===== src/rtl/ahb_apb_pkg.sv =====
// ----------------------------------------------------------------------------
// ahb_apb_pkg
// Shared definitions for the AHB-Lite to APB bridge: FSM state encoding,
// AHB HTRANS / HRESP encodings and a helper that recognises an active
// (NONSEQ/SEQ) transfer type.
// ----------------------------------------------------------------------------
package ahb_apb_pkg;

   typedef enum logic [2:0] {
      ST_IDLE   = 3'd0,
      ST_WDATA  = 3'd1,
      ST_SETUP  = 3'd2,
      ST_ACCESS = 3'd3,
      ST_DONE   = 3'd4,
      ST_ERR1   = 3'd5,
      ST_ERR2   = 3'd6
   } state_e;

   localparam logic [1:0] HTRANS_IDLE   = 2'b00;
   localparam logic [1:0] HTRANS_BUSY   = 2'b01;
   localparam logic [1:0] HTRANS_NONSEQ = 2'b10;
   localparam logic [1:0] HTRANS_SEQ    = 2'b11;

   localparam logic HRESP_OKAY  = 1'b0;
   localparam logic HRESP_ERROR = 1'b1;

   // NONSEQ and SEQ both start a real transfer; IDLE and BUSY never do.
   function automatic logic htrans_active(input logic [1:0] htrans);
      return (htrans == HTRANS_NONSEQ) || (htrans == HTRANS_SEQ);
   endfunction

endpackage


===== src/rtl/ahb_apb_timeout.sv =====
// ----------------------------------------------------------------------------
// ahb_apb_timeout
// Counts APB ACCESS cycles spent waiting for PREADY.
//   clk, rst_n : bridge clock, asynchronous active-low reset
//   clear      : zero the counter (asserted in the cycle before ACCESS)
//   enable     : count this cycle (ACCESS with PREADY low)
//   expired    : this enabled cycle is the TIMEOUT_CYCLES-th wait cycle
// ----------------------------------------------------------------------------
module ahb_apb_timeout #(
   parameter int unsigned TIMEOUT_CYCLES = 256
) (
   input  logic clk,
   input  logic rst_n,
   input  logic clear,
   input  logic enable,
   output logic expired
);

   localparam int unsigned CW = $clog2(TIMEOUT_CYCLES + 1);
   localparam logic [CW-1:0] LAST = CW'(TIMEOUT_CYCLES - 1);

   logic [CW-1:0] count;

   always_ff @(posedge clk or negedge rst_n) begin
      if (!rst_n) begin
         count <= '0;
      end else if (clear) begin
         count <= '0;
      end else if (enable) begin
         count <= count + CW'(1);
      end
   end

   // Flag the cycle whose increment would reach the limit so the FSM can
   // leave ACCESS on exactly the TIMEOUT_CYCLES-th wait cycle.
   assign expired = enable && (count == LAST);

endmodule


===== src/rtl/ahb_apb_bridge.sv =====
// ----------------------------------------------------------------------------
// ahb_apb_bridge
// AHB-Lite slave to APB master bridge on a single clock. Each accepted AHB
// single transfer becomes one APB SETUP+ACCESS sequence; the AHB data phase
// is stretched with HREADYOUT until PREADY. No PSEL is driven: slave select
// is decoded downstream from PADDR.
//
// Handshake: an AHB transfer is accepted when HSEL & active HTRANS & HREADY
// are sampled high while the bridge is in IDLE or DONE; an APB access
// completes on the clock edge where PENABLE and PREADY are both high.
// PREADY outside ACCESS is ignored.
//
// Ports:
//   PCLK, PRESETn              clock, asynchronous active-low reset
//   HSEL/HADDR/HTRANS/HWRITE   AHB address phase
//   HWDATA, HREADY             AHB write data, bus ready
//   HREADYOUT/HRDATA/HRESP     AHB response (all registered)
//   PADDR/PWRITE/PWDATA/PENABLE APB request (all registered)
//   PREADY/PRDATA              APB response from decoder
//   dbg_state                  current FSM state
//
// Configuration macro APB_TIMEOUT_EN: abort an ACCESS after TIMEOUT_CYCLES
// wait cycles with a two-cycle AHB ERROR response. Without it the bridge
// waits for PREADY forever and HRESP is constant OKAY.
// ----------------------------------------------------------------------------
module ahb_apb_bridge
   import ahb_apb_pkg::*;
#(
   parameter int unsigned TIMEOUT_CYCLES = 256
) (
   input  logic        PCLK,
   input  logic        PRESETn,
   input  logic        HSEL,
   input  logic [31:0] HADDR,
   input  logic [1:0]  HTRANS,
   input  logic        HWRITE,
   input  logic [31:0] HWDATA,
   input  logic        HREADY,
   output logic        HREADYOUT,
   output logic [31:0] HRDATA,
   output logic        HRESP,
   output logic [31:0] PADDR,
   output logic        PWRITE,
   output logic [31:0] PWDATA,
   output logic        PENABLE,
   input  logic        PREADY,
   input  logic [31:0] PRDATA,
   output state_e      dbg_state
);

   state_e state;
   logic   accept;

   assign accept    = HSEL && htrans_active(HTRANS) && HREADY;
   assign dbg_state = state;

`ifdef APB_TIMEOUT_EN
   logic hresp_q;
   logic to_clear;
   logic to_enable;
   logic to_expired;

   // SETUP is always the cycle right before ACCESS, so clearing there means
   // the count starts from zero on entry to ACCESS.
   assign to_clear  = (state == ST_SETUP);
   assign to_enable = (state == ST_ACCESS) && !PREADY;

   ahb_apb_timeout #(
      .TIMEOUT_CYCLES(TIMEOUT_CYCLES)
   ) u_timeout (
      .clk    (PCLK),
      .rst_n  (PRESETn),
      .clear  (to_clear),
      .enable (to_enable),
      .expired(to_expired)
   );

   assign HRESP = hresp_q;
`else
   assign HRESP = HRESP_OKAY;
`endif

   always_ff @(posedge PCLK or negedge PRESETn) begin
      if (!PRESETn) begin
         state     <= ST_IDLE;
         PADDR     <= '0;
         PWRITE    <= 1'b0;
         PWDATA    <= '0;
         PENABLE   <= 1'b0;
         HREADYOUT <= 1'b1;
         HRDATA    <= '0;
`ifdef APB_TIMEOUT_EN
         hresp_q   <= HRESP_OKAY;
`endif
      end else begin
         case (state)
            // DONE shares the accept path with IDLE so back-to-back
            // transfers run without an idle bubble.
            ST_IDLE, ST_DONE: begin
               if (accept) begin
                  PADDR     <= HADDR;
                  PWRITE    <= HWRITE;
                  HREADYOUT <= 1'b0;
                  state     <= HWRITE ? ST_WDATA : ST_SETUP;
               end else begin
                  HREADYOUT <= 1'b1;
                  state     <= ST_IDLE;
               end
            end

            // Write data is only valid in the AHB data phase, one cycle
            // after the address phase.
            ST_WDATA: begin
               PWDATA <= HWDATA;
               state  <= ST_SETUP;
            end

            ST_SETUP: begin
               PENABLE <= 1'b1;
               state   <= ST_ACCESS;
            end

            ST_ACCESS: begin
               if (PREADY) begin
                  PENABLE   <= 1'b0;
                  HREADYOUT <= 1'b1;
                  if (!PWRITE) begin
                     HRDATA <= PRDATA;
                  end
                  state <= ST_DONE;
`ifdef APB_TIMEOUT_EN
               end else if (to_expired) begin
                  PENABLE <= 1'b0;
                  hresp_q <= HRESP_ERROR;
                  state   <= ST_ERR1;
`endif
               end
            end

`ifdef APB_TIMEOUT_EN
            // Two-cycle ERROR: HRESP high with HREADYOUT low, then high.
            ST_ERR1: begin
               HREADYOUT <= 1'b1;
               state     <= ST_ERR2;
            end

            ST_ERR2: begin
               hresp_q <= HRESP_OKAY;
               state   <= ST_IDLE;
            end
`endif

            default: begin
               PENABLE   <= 1'b0;
               HREADYOUT <= 1'b1;
               state     <= ST_IDLE;
            end
         endcase
      end
   end

endmodule


===== config.mk =====
export PLATFORM = sky130hd
export DESIGN_NAME = ahb_apb_bridge
export DESIGN_NICKNAME = d
export VERILOG_FILES = /design/src/rtl/ahb_apb_pkg.sv /design/src/rtl/ahb_apb_timeout.sv /design/src/rtl/ahb_apb_bridge.sv
export SDC_FILE = /design/constraint.sdc
export NUM_CORES = 1
export LEC_CHECK = 0
export CAP_MARGIN = 20
export CORE_MARGIN = 5
export CORE_UTILIZATION = 34
export DETAILED_ROUTE_END_ITERATION = 16
export GPL_TIMING_DRIVEN = 0
export HOLD_SLACK_MARGIN = 0.05
export PLACE_DENSITY_LB_ADDON = 0.25
export SYNTH_ARGS = -nofsm -noshare
export SYNTH_HDL_FRONTEND = slang
export SYNTH_HIERARCHICAL = 1
export SYNTH_SLANG_ARGS = --single-unit

===== constraint.sdc =====
create_clock -name PCLK -period 4.3 [get_ports PCLK]
set_input_delay 0.86 -clock PCLK [delete_from_list [all_inputs] [get_ports PCLK]]
set_output_delay 0.86 -clock PCLK [all_outputs]
set_load 0.02 [all_outputs]

==> summary.txt <==
Power
  • Clock group share of total power: 0.154
  • Leakage power total: 2.68 nW
  • Power density normalized to cell area: 765 nW/um^2
  • Net switching share of the total power: 0.340
  • Psw: 1.67 mW
  • VDD IR max: 0.000387 V
  • Share of total power in sequential cells: 0.345
  • Final Total Pwr: 4.91 mW
  • Part of the total power dissipated in combinational logic: 0.501
  • Int Power: 3.24 mW

STA
  • Setup violators final: 0
  • Setup TNS: 0 ns
  • Worst hold slack: 0.488 ns
  • Clock Skews: 0.00472 ns
  • Actual transition at the worst max-transition pin: 0.730 ns
  • RSZ-0062 raised after global routing: false
  • Minimum period implied by the final worst setup slack: 2.34 ns
  • Setup ws final: 1.96 ns
  • Count of final hold-check violations: 0
  • Fraction of the cycle the final worst path needs: 0.544
  • Final count of pins violating max slew: 0
  • Timing-limited maximum frequency: 427 MHz
  • Remaining max-slew budget at the tightest pin: 0.513

CTS
  • Setup Buffers After CTS: 0
  • Clock tree from TritonCTS: done
  • Clock buffers created by TritonCTS: 9
  • Count of cells resized by post-cts repair: 0
  • Number of buffers inserted for hold repair after clock tree synthesis: 0
  • Deepest clock path buffer count: 2
  • Clock transition at the registers of the reported paths: 0.06 ns
  • H-tree levels: 3
  • CTS Root Buffer Type: sky130_fd_sc_hd__clkbuf_16
  • Clock sink count: 102
  • Worst skew pair latency: 0.34 ns

Synth
  • Synthesized area per cell: 17.1 um^2
  • Synth top area cells: sky130_fd_sc_hd__dfrtp_1 (65%), sky130_fd_sc_hd__mux2_2 (27%), sky130_fd_sc_hd__clkbuf_8 (1.1%)
  • Portion of synthesized cell area occupied by the leading cell type: 0.648
  • Number of synthesis warnings: 6
  • Sequential area share after synthesis: 0.655
  • Cell area after synthesis: 3900 um^2
  • Leading area contributor after synthesis: sky130_fd_sc_hd__dfrtp_1
  • Distinct cell type count of the synthesized netlist: 22
  • Syn Nets: 332
  • Post-synthesis cell count: 228
  • Number of synthesized register bits: 102

Route
  • Post-detailed-route count of antenna-violating nets: 0
  • Final routed DRC violation total: 0
  • Router iterations before antenna repair: 4
  • Final WL: 9.45 mm
  • Iteration-0 DRC count of the detailed router: 53
  • Via count: 2674
  • Ratio of routed vias to standard cells: 4.53
  • Mean routed wirelength per cell: 16.0 um

Global routing
  • Number of global-route vias before repair: 2861
  • Wire length of the first global-routing pass: 14.8 mm
  • Largest net degree at the start of global routing: 56
  • Antenna violations before repair: 0
  • Combined global-route utilization of all metal layers: 0.143
  • Grt total ovfl: 0

Critical path
  • Crit end category: output port
  • CP peak stage delay: 0.62 ns
  • Worst path bufs/invs: 1
  • Critical path depth: 1
  • Top fanout value on the critical path: 2
  • Slowest cell on the critical path: sky130_fd_sc_hd__clkdlybuf4s50_1
  • Worst path top cell family by delay: buffers and inverters
  • Kind of start point of the critical path: register
  • Worst setup path class: reg2out
  • Logic depth of the worst register-to-register path: 4
  • Ordered list of cells on the worst path: clkdlybuf4s50_1
  • Worst EP required: 3.44 ns
  • Arrival time at the worst endpoint: 1.48 ns

Layout
  • Count of nets after finishing: 548
  • Fill count: 982
  • Diode insertion count for antenna repair: 0
  • Share of layout cells above drive strength 1: 0.282
  • Synthesis-to-finish area growth: 64.7%

Floorplan
  • Initial Utilization: 0.344
  • Total die area: 13700 um^2
  • Chip width: 117 um
  • Number of placed I/O pins: 207
  • Rows: 39
  • Placeable core region: 11300 um^2
  • Die Ht: 117 um

Placement
  • Buffers on Ports: 204
  • Final HPWL DP: 7.38 mm
  • Pre-CTS setup slack: 1.79 ns
  • Routability congestion estimate: 0.700

Worst hold path
  • Hold Path Cell Cnt: 1
  • Class of the worst hold path: reg2reg

Status
  • Outcome: completed

Job
  • Number of maximum-capacitance constraint violations: 0
[logic make-up after synthesis]
logic type / count (synthesis) / synth area share
DFF: 102 / 0.655
AOI/OAI and AO/OA: 8 / 0.0122
and+or+nand+nor: 8 / 0.0202
other: 1 / 0.000962
muxes: 97 / 0.282
buffers and inverters: 12 / 0.0292
[routing by layer]
| metal | global-route usage | share of wire |
|---|---|---|
| met1 | 0.171 | 0.39 |
| met2 | 0.215 | 0.46 |
| met3 | 0.0648 | 0.12 |
| met4 | 0.0772 | 0.031 |
| met5 | 0 | 0 |
[power groups by stage]
stage	Clock, mW	Combinational, mW	Sequential [mW]
detailed placement	0	2.50	1.71
CTS	0.788	2.50	1.70
global placement	0	2.47	1.68
finish	0.755	2.46	1.69
floorplan	0	0.655	2.29
global route	0.831	2.62	1.76
[registers in the layout (all words and copies together), names as in the netlist]
register   flops
PENABLE        1
PWDATA        32
HRDATA        32
dbg_state      3
PADDR         32
PWRITE         1
HREADYOUT      1
[per-stage QoR]
stage / instances / utilization / instance area (um^2)
finish: 590 / 0.567 / 6420
global route: 590 / 0.567 / 6420
CTS: 590 / 0.567 / 6420
detailed placement: 576 / 0.543 / 6140
global placement: 575 / 0.540 / 6120
floorplan: 228 / - / 3900
[cell type report]
class	instances	area, um^2	area share
Buffer	11	110	0.0172
Clock buffer	13	270	0.0421
Clock inverter	1	5.00	0.000780
Inverter	1	3.75	0.000585
Multi-Input combinational cell	114	1230	0.192
Sequential cell	102	2550	0.398
Tap cell	143	179	0.0279
Timing Repair Buffer	205	2070	0.322
[cell usage in the layout (no fill, tap or decap), types with 2 or more instances in the layout]
cell	n
sky130_fd_sc_hd__clkbuf_16	9
sky130_fd_sc_hd__a21oi_1	2
sky130_fd_sc_hd__mux2_4	2
sky130_fd_sc_hd__clkbuf_8	6
sky130_fd_sc_hd__dfrtp_1	101
sky130_fd_sc_hd__mux2_1	2
sky130_fd_sc_hd__clkdlybuf4s50_1	203
sky130_fd_sc_hd__nor2_1	3
sky130_fd_sc_hd__o21ai_0	3
sky130_fd_sc_hd__mux2_2	93
sky130_fd_sc_hd__buf_6	3
sky130_fd_sc_hd__buf_4	5
[final timing paths]
path	endpoint	start	slack (ns)
setup reg to reg	PWDATA[27]	dbg_state[2]	2.67
min in group asynchronous	PWDATA[10]	PRESETn	0.57
hold reg to reg	HRDATA[11]	HRDATA[11]	0.49
hold / removal	HRDATA[11]	HRDATA[11]	0.49
max in group asynchronous	HREADYOUT	PRESETn	3.01
setup / recovery	HREADYOUT	HREADYOUT	1.96
[Yosys cell counts]
library cell	number
sky130_fd_sc_hd__o31a_1	1
sky130_fd_sc_hd__inv_1	1
sky130_fd_sc_hd__nand3_2	1
sky130_fd_sc_hd__o21ai_0	3
sky130_fd_sc_hd__dfstp_2	1
sky130_fd_sc_hd__conb_1	1
sky130_fd_sc_hd__mux2_4	2
sky130_fd_sc_hd__mux2_1	2
sky130_fd_sc_hd__nor3_4	1
sky130_fd_sc_hd__or2b_1	1
sky130_fd_sc_hd__buf_6	3
sky130_fd_sc_hd__nor2_1	3
sky130_fd_sc_hd__o21bai_1	1
sky130_fd_sc_hd__buf_2	1
sky130_fd_sc_hd__clkbuf_8	3
sky130_fd_sc_hd__nand4_4	1
sky130_fd_sc_hd__buf_4	4
sky130_fd_sc_hd__o22ai_1	1
sky130_fd_sc_hd__nor3b_2	1
sky130_fd_sc_hd__a21oi_1	2
sky130_fd_sc_hd__dfrtp_1	101
sky130_fd_sc_hd__mux2_2	93
Power figures use the tool's default switching activity.
